[src/rtl/countdown_pkg.sv]
// Shared types and limits for the hh:mm:ss countdown timer.
// Field-select codes and the clamp helper are used by the load path.
package countdown_pkg;

   typedef enum logic [1:0] {
      IDLE  = 2'd0,
      RUN   = 2'd1,
      PAUSE = 2'd2,
      DONE  = 2'd3
   } tstate_t;

   localparam logic [5:0] SEC_MAX = 6'd59;
   localparam logic [5:0] MIN_MAX = 6'd59;
   localparam logic [5:0] HR_MAX  = 6'd23;

   localparam logic [1:0] SEL_SEC = 2'b00;
   localparam logic [1:0] SEL_MIN = 2'b01;
   localparam logic [1:0] SEL_HR  = 2'b10;

   function automatic logic [5:0] clamp6(
      input logic [5:0] v,
      input logic [5:0] m
   );
      return (v > m) ? m : v;
   endfunction

endpackage

[src/rtl/countdown_timer_if.sv]
// Key, load and display bundle between the board top and the countdown timer.
// The master drives the key and load controls; the slave returns the time.
interface countdown_timer_if;

   logic       key_n;
   logic       load;
   logic [1:0] load_sel;
   logic [5:0] load_val;
   logic [4:0] hh;
   logic [5:0] mm;
   logic [5:0] ss;
   logic       running;
   logic       done;
   logic       tick;

   modport master (
      output key_n, load, load_sel, load_val,
      input  hh, mm, ss, running, done, tick
   );

   modport slave (
      input  key_n, load, load_sel, load_val,
      output hh, mm, ss, running, done, tick
   );

endinterface

[src/rtl/countdown_timer_tick_gen.sv]
// One-cycle strobe every TICK_DIV enabled cycles.
// The count is held at zero while en is low.
module tick_gen #(
   parameter int TICK_DIV = 50_000_000
) (
   input  logic clk,
   input  logic rst,
   input  logic en,
   output logic tick
);

   localparam int CW = $clog2(TICK_DIV);
   localparam logic [CW-1:0] LAST = CW'(TICK_DIV - 1);

   logic [CW-1:0] cnt_q, cnt_d;

   always_comb begin
      cnt_d = cnt_q;
      if (!en || cnt_q == LAST) cnt_d = '0;
      else                      cnt_d = cnt_q + CW'(1);
   end

   always_ff @(posedge clk) begin
      if (rst) cnt_q <= '0;
      else     cnt_q <= cnt_d;
   end

   assign tick = en && (cnt_q == LAST);

endmodule

[src/rtl/countdown_timer.sv]
// hh:mm:ss countdown timer with single start/pause key.
// Loads clamp to legal ranges; completion raises done.
module countdown_timer
   import countdown_pkg::*;
#(
   parameter int TICK_DIV = 50_000_000
) (
   input logic           clk,
   input logic           rst,
   countdown_timer_if.slave bus
);

   logic    key_s1_q, key_s2_q, key_prev_q;
   logic    press;
   tstate_t state_q, state_d;
   logic [4:0] hh_q, hh_d, dec_hh;
   logic [5:0] mm_q, mm_d, dec_mm;
   logic [5:0] ss_q, ss_d, dec_ss;
   logic    running_q, running_d;
   logic    done_q, done_d;
   logic    tick_q, tick_d;
   logic    run_en, tk, step, nz, dec_zero;

   // released level is 1, so reset never fakes a press
   always_ff @(posedge clk) begin
      if (rst) begin
         key_s1_q   <= 1'b1;
         key_s2_q   <= 1'b1;
         key_prev_q <= 1'b1;
      end else begin
         key_s1_q   <= bus.key_n;
         key_s2_q   <= key_s1_q;
         key_prev_q <= key_s2_q;
      end
   end

   assign press  = key_prev_q & ~key_s2_q;
   assign run_en = (state_q == RUN);

   tick_gen #(.TICK_DIV(TICK_DIV)) u_tick (
      .clk  (clk),
      .rst  (rst),
      .en   (run_en),
      .tick (tk)
   );

   assign step = run_en & tk;
   assign nz   = |{hh_q, mm_q, ss_q};

   always_comb begin
      dec_hh = hh_q;
      dec_mm = mm_q;
      dec_ss = ss_q;
      if (ss_q != 6'd0) begin
         dec_ss = ss_q - 6'd1;
      end else if (mm_q != 6'd0) begin
         dec_mm = mm_q - 6'd1;
         dec_ss = SEC_MAX;
      end else if (hh_q != 5'd0) begin
         dec_hh = hh_q - 5'd1;
         dec_mm = MIN_MAX;
         dec_ss = SEC_MAX;
      end
   end

   assign dec_zero = ~|{dec_hh, dec_mm, dec_ss};

   always_comb begin
      state_d = state_q;
      unique case (state_q)
         IDLE:    if (press && nz) state_d = RUN;
         RUN: begin
            if (step && dec_zero) state_d = DONE;
            else if (press)       state_d = PAUSE;
         end
         PAUSE:   if (press) state_d = nz ? RUN : IDLE;
         DONE:    if (press || bus.load) state_d = IDLE;
         default: state_d = IDLE;
      endcase
   end

   // load is blocked only in RUN, where the decrement owns the fields
   always_comb begin
      hh_d = hh_q;
      mm_d = mm_q;
      ss_d = ss_q;
      if (step) begin
         hh_d = dec_hh;
         mm_d = dec_mm;
         ss_d = dec_ss;
      end else if (bus.load && !run_en) begin
         unique case (bus.load_sel)
            SEL_SEC: ss_d = clamp6(bus.load_val, SEC_MAX);
            SEL_MIN: mm_d = clamp6(bus.load_val, MIN_MAX);
            SEL_HR:  hh_d = 5'(clamp6(bus.load_val, HR_MAX));
            default: ;
         endcase
      end
   end

   always_comb begin
      running_d = (state_d == RUN);
      done_d    = (state_d == DONE);
      tick_d    = step;
   end

   always_ff @(posedge clk) begin
      if (rst) begin
         state_q   <= IDLE;
         hh_q      <= '0;
         mm_q      <= '0;
         ss_q      <= '0;
         running_q <= 1'b0;
         done_q    <= 1'b0;
         tick_q    <= 1'b0;
      end else begin
         state_q   <= state_d;
         hh_q      <= hh_d;
         mm_q      <= mm_d;
         ss_q      <= ss_d;
         running_q <= running_d;
         done_q    <= done_d;
         tick_q    <= tick_d;
      end
   end

   assign bus.hh      = hh_q;
   assign bus.mm      = mm_q;
   assign bus.ss      = ss_q;
   assign bus.running = running_q;
   assign bus.done    = done_q;
   assign bus.tick    = tick_q;

endmodule

[src/flat_wrapper.sv]
// flat-port wrapper written by rule: the top's interface ports become plain ports
module countdown_timer_flat import countdown_pkg::*;
#(
   parameter int TICK_DIV = 50_000_000
)
  (clk, rst, bus_key_n, bus_load, bus_load_sel, bus_load_val, bus_hh, bus_mm, bus_ss, bus_running, bus_done, bus_tick);
  countdown_timer_if bus_i ();
  input logic clk;
  input logic rst;
  input wire logic [$bits(bus_i.key_n)-1:0] bus_key_n;
  input wire logic [$bits(bus_i.load)-1:0] bus_load;
  input wire logic [$bits(bus_i.load_sel)-1:0] bus_load_sel;
  input wire logic [$bits(bus_i.load_val)-1:0] bus_load_val;
  output wire logic [$bits(bus_i.hh)-1:0] bus_hh;
  output wire logic [$bits(bus_i.mm)-1:0] bus_mm;
  output wire logic [$bits(bus_i.ss)-1:0] bus_ss;
  output wire logic [$bits(bus_i.running)-1:0] bus_running;
  output wire logic [$bits(bus_i.done)-1:0] bus_done;
  output wire logic [$bits(bus_i.tick)-1:0] bus_tick;
  assign bus_i.key_n = bus_key_n;
  assign bus_i.load = bus_load;
  assign bus_i.load_sel = bus_load_sel;
  assign bus_i.load_val = bus_load_val;
  assign bus_hh = bus_i.hh;
  assign bus_mm = bus_i.mm;
  assign bus_ss = bus_i.ss;
  assign bus_running = bus_i.running;
  assign bus_done = bus_i.done;
  assign bus_tick = bus_i.tick;
  countdown_timer #(.TICK_DIV(TICK_DIV)) u_core (.clk(clk), .rst(rst), .bus(bus_i));
endmodule
[config.mk]
export PLATFORM = sky130hd
export DESIGN_NAME = countdown_timer_flat
export DESIGN_NICKNAME = d
export VERILOG_FILES = /design/src/rtl/countdown_pkg.sv /design/src/rtl/countdown_timer_if.sv /design/src/rtl/countdown_timer_tick_gen.sv /design/src/rtl/countdown_timer.sv /design/src/flat_wrapper.sv
export SDC_FILE = /design/constraint.sdc
export NUM_CORES = 1
export LEC_CHECK = 0
export CAP_MARGIN = 5
export CORE_ASPECT_RATIO = 0.7
export CORE_UTILIZATION = 54
export CTS_CLUSTER_DIAMETER = 150
export DETAILED_ROUTE_END_ITERATION = 12
export PLACE_DENSITY = 0.89
export SLEW_MARGIN = 20
export SYNTH_ARGS = -nofsm -noshare
export SYNTH_HDL_FRONTEND = slang
export SYNTH_SLANG_ARGS = --single-unit
[constraint.sdc]
create_clock -name clk -period 3.49 [get_ports clk]
set_clock_uncertainty 0.05 [all_clocks]
set_input_delay 0.5235 -clock clk [delete_from_list [all_inputs] [get_ports clk]]
set_output_delay 0.5235 -clock clk [all_outputs]
set_load 0.1 [all_outputs]
==> metrics.yaml <==
status:
  status: "finished clean"
synthesis:
  synth_ff_type: "dfxtp_1"
  ys_types: 67
  netlist_area_sq_um: 2960
  async_flop_share: 0
  synth_top_area_share: 0.345
  synth_area_leaders: "dfxtp_1 (35%), nor2_1 (6.9%), xor2_1 (4.4%)"
  ys_ff_latch: 51
  synth.avg_cell_area_sq_um: 8.19
  synth.net_count: 378
  synth_edf_count: 0
  ys_warn_count: 0
  syn_inst: 361
  yosysSeqAreaShare: 0.345
  synth_top_area_cell: "dfxtp_1"
critical_path:
  r2r-start: "u_core.bus.mm[1]$_SDFFE_PP0P_"
  cp-start-kind: "flip-flop"
  arrival_ns: 3.25
  r2r_slack_ns: 0.38
  r2r_cells: 9
  required_ns: 3.64
  cp_max_fo: 6
  critPathCaptureType: "flip-flop"
  r2r-end: "u_core.bus.running$_SDFF_PP0_"
  path_class: "flip-flop to flip-flop"
place:
  portBuffers: 31
  place_ws_ns: 0.471
  placed_cells: 456
  gp_congestion: 0.931
  hpwl_um: 5360
min_path:
  worstHoldPathType: "flip-flop to flip-flop"
  hold_start: "u_core.key_s1_q$_SDFF_PP1_"
  min_path_cells: 1
  hold_end: "u_core.key_s2_q$_SDFF_PP1_"
pwr:
  vdd_ir_drop_max_mv: 0.259
  total_power_uw: 1290
  power_density_nw_per_um2: 377
  p_leak_uw: 0.00121
timing:
  layout_worst_path_cycle_share: 0.890
  fin_ws_ns: 0.383
  rsz0062_at_grt: "false"
  relSlewSlack: 0.353
  fmax_mhz: 322
  slew_viol_final: 0
  setup_viol: 0
  setup_tns_ns: 0
  final_hold_viol_count: 0
  tightest_slew_ns: 0.967
  fin_crit_ns: 3.11
final_layout:
  final_core_util: 0.649
  drive_gt1_frac: 0.0918
  diodes: 0
  nets: 408
  mostFrequentLayoutCells: "nor2_1 (54), dfxtp_1 (51), clkdlybuf4s50_1 (29)"
  syn_to_final_growth_pct: 15.4
  layout_commonest_cell: "nor2_1"
  layout.cells.non_filler: 464
route:
  routedWlPerCell_um: 16.2
  vias: 2868
  ant_nets: 0
  drcViolationCount: 0
  drtIter0Drc: 330
  routed_via_density: 6.18
  routed_wl_um: 7500
  drt-pass1-iter-count: 5
grt:
  grt_max_degree: 26
  grt_pass1_vias: 2586
  overflow: 0
  track_usage: 0.273
  antenna_found_initial: 0
  grt_pass1_wl_um: 12600
cts:
  clock_sinks: 51
  cts_tree: "yes"
  clockBufferDepth: 2
  clock_latency_ns: 0.31
  post_cts_buffers: 0
  htreeDepth: 2
  clockRootBuffer: "clkbuf_8"
  cts_hold_buf: 0
  cts_buffers: 5
  cts-resized-gates: 0
  clk_pin_slew_ns: 0.10
die:
  fp-row-count: 22
  core_sq_um: 5260
  dieHeight_um: 63.9
  start_util: 0.562
  ios: 32
  die_w_um: 90.4
  die_area_sq_um: 5780
job:
  drv_cap: 0
-- cells in the mapped netlist (all sizes together) (4+ instances only) --
cell type / count
nand2: 23
or2: 6
clkbuf: 11
nor2: 55
and3: 7
a41oi: 4
buf: 4
inv: 15
nor4: 9
o21ai: 18
xnor2: 6
nand4: 7
nand3: 16
ha: 5
a211oi: 10
nor3: 9
a21oi: 15
xor2: 15
dfxtp: 51
mux2i: 9
nand2b: 6
or3: 9
-- metrics by stage --
stage | hold WS, ns | area, sq um
floorplan | 0.339 | 2960
global placement | 0.342 | 3320
detailed placement | 0.350 | 3320
CTS | 0.372 | 3410
global route | 0.384 | 3410
finish | 0.368 | 3410
-- per-layer routing --
layer,share of wire,vias to the layer above,global-route usage
li1,-,1376,-
met3,0.095,22,0.0607
met2,0.43,152,0.403
met5,0,-,0
met1,0.46,1318,0.390
met4,0.020,0,0.0948
-- flip-flops by register name (all words and copies together) (netlist names) --
name and cells:
u_core.bus.hh 5, u_core.key_s2_q 1, u_core.bus.mm 6, u_core.bus.tick 1
u_core.u_tick.cnt_q 26, u_core.bus.running 1, u_core.bus.ss 6, u_core.state_q 2
u_core.bus.done 1, u_core.key_s1_q 1, u_core.key_prev_q 1
-- critical path: stages (launching register included) --
cell       delay, ns
dfxtp_1         0.39
inv_1           0.14
ha_1            0.23
or4b_1          0.61
nor4_4          0.37
nand3_2         0.11
a2111oi_2       0.49
a41oi_1         0.17
o31a_1          0.29
nor2b_4         0.14
-- where the power goes --
| part | switching, uW | internal, uW |
|---|---|---|
| Combinational | 209 | 109 |
| Sequential | 19.2 | 593 |
| Clock | 213 | 145 |
-- cell families (layout without fill, tap and decap cells) --
logic type               count (synthesis)  count (layout)  share of synthesized area
AO/OA/AOI/OAI                           71              71                      0.169
XOR/XNOR                                21              21                     0.0622
adder cells (fa/ha/maj)                  5               5                     0.0212
buffers and inverters                   30              61                     0.0461
flip-flops                              51              51                      0.345
multiplexers                            10              10                     0.0343
AND/OR/NAND/NOR                        173             173                      0.322
-- worst max-delay path by stage --
stage | to | start | depth (start not counted)
3_3_place_gp | u_core.bus.running$_SDFF_PP0_ | u_core.bus.mm[0]$_SDFFE_PP0P_ | 9
4_1_cts | u_core.bus.running$_SDFF_PP0_ | u_core.bus.mm[1]$_SDFFE_PP0P_ | 9
6_report | u_core.bus.running$_SDFF_PP0_ | u_core.bus.mm[1]$_SDFFE_PP0P_ | 9
2_1_floorplan | u_core.bus.running$_SDFF_PP0_ | u_core.bus.mm[0]$_SDFFE_PP0P_ | 10
5_1_grt | u_core.bus.running$_SDFF_PP0_ | u_core.bus.mm[0]$_SDFFE_PP0P_ | 9
3_5_place_dp | u_core.bus.running$_SDFF_PP0_ | u_core.bus.ss[0]$_SDFFE_PP0P_ | 9
-- layout make-up --
cell class,count,area [sq um]
Fill cell,430,1840
Multi-Input combinational cell,280,1800
Sequential cell,51,1020
Timing Repair Buffer,38,358
Tap cell,72,90.1
Clock buffer,6,72.6
Inverter,15,56.3
Clock inverter,2,16.3
Power figures use the tool's default switching activity.
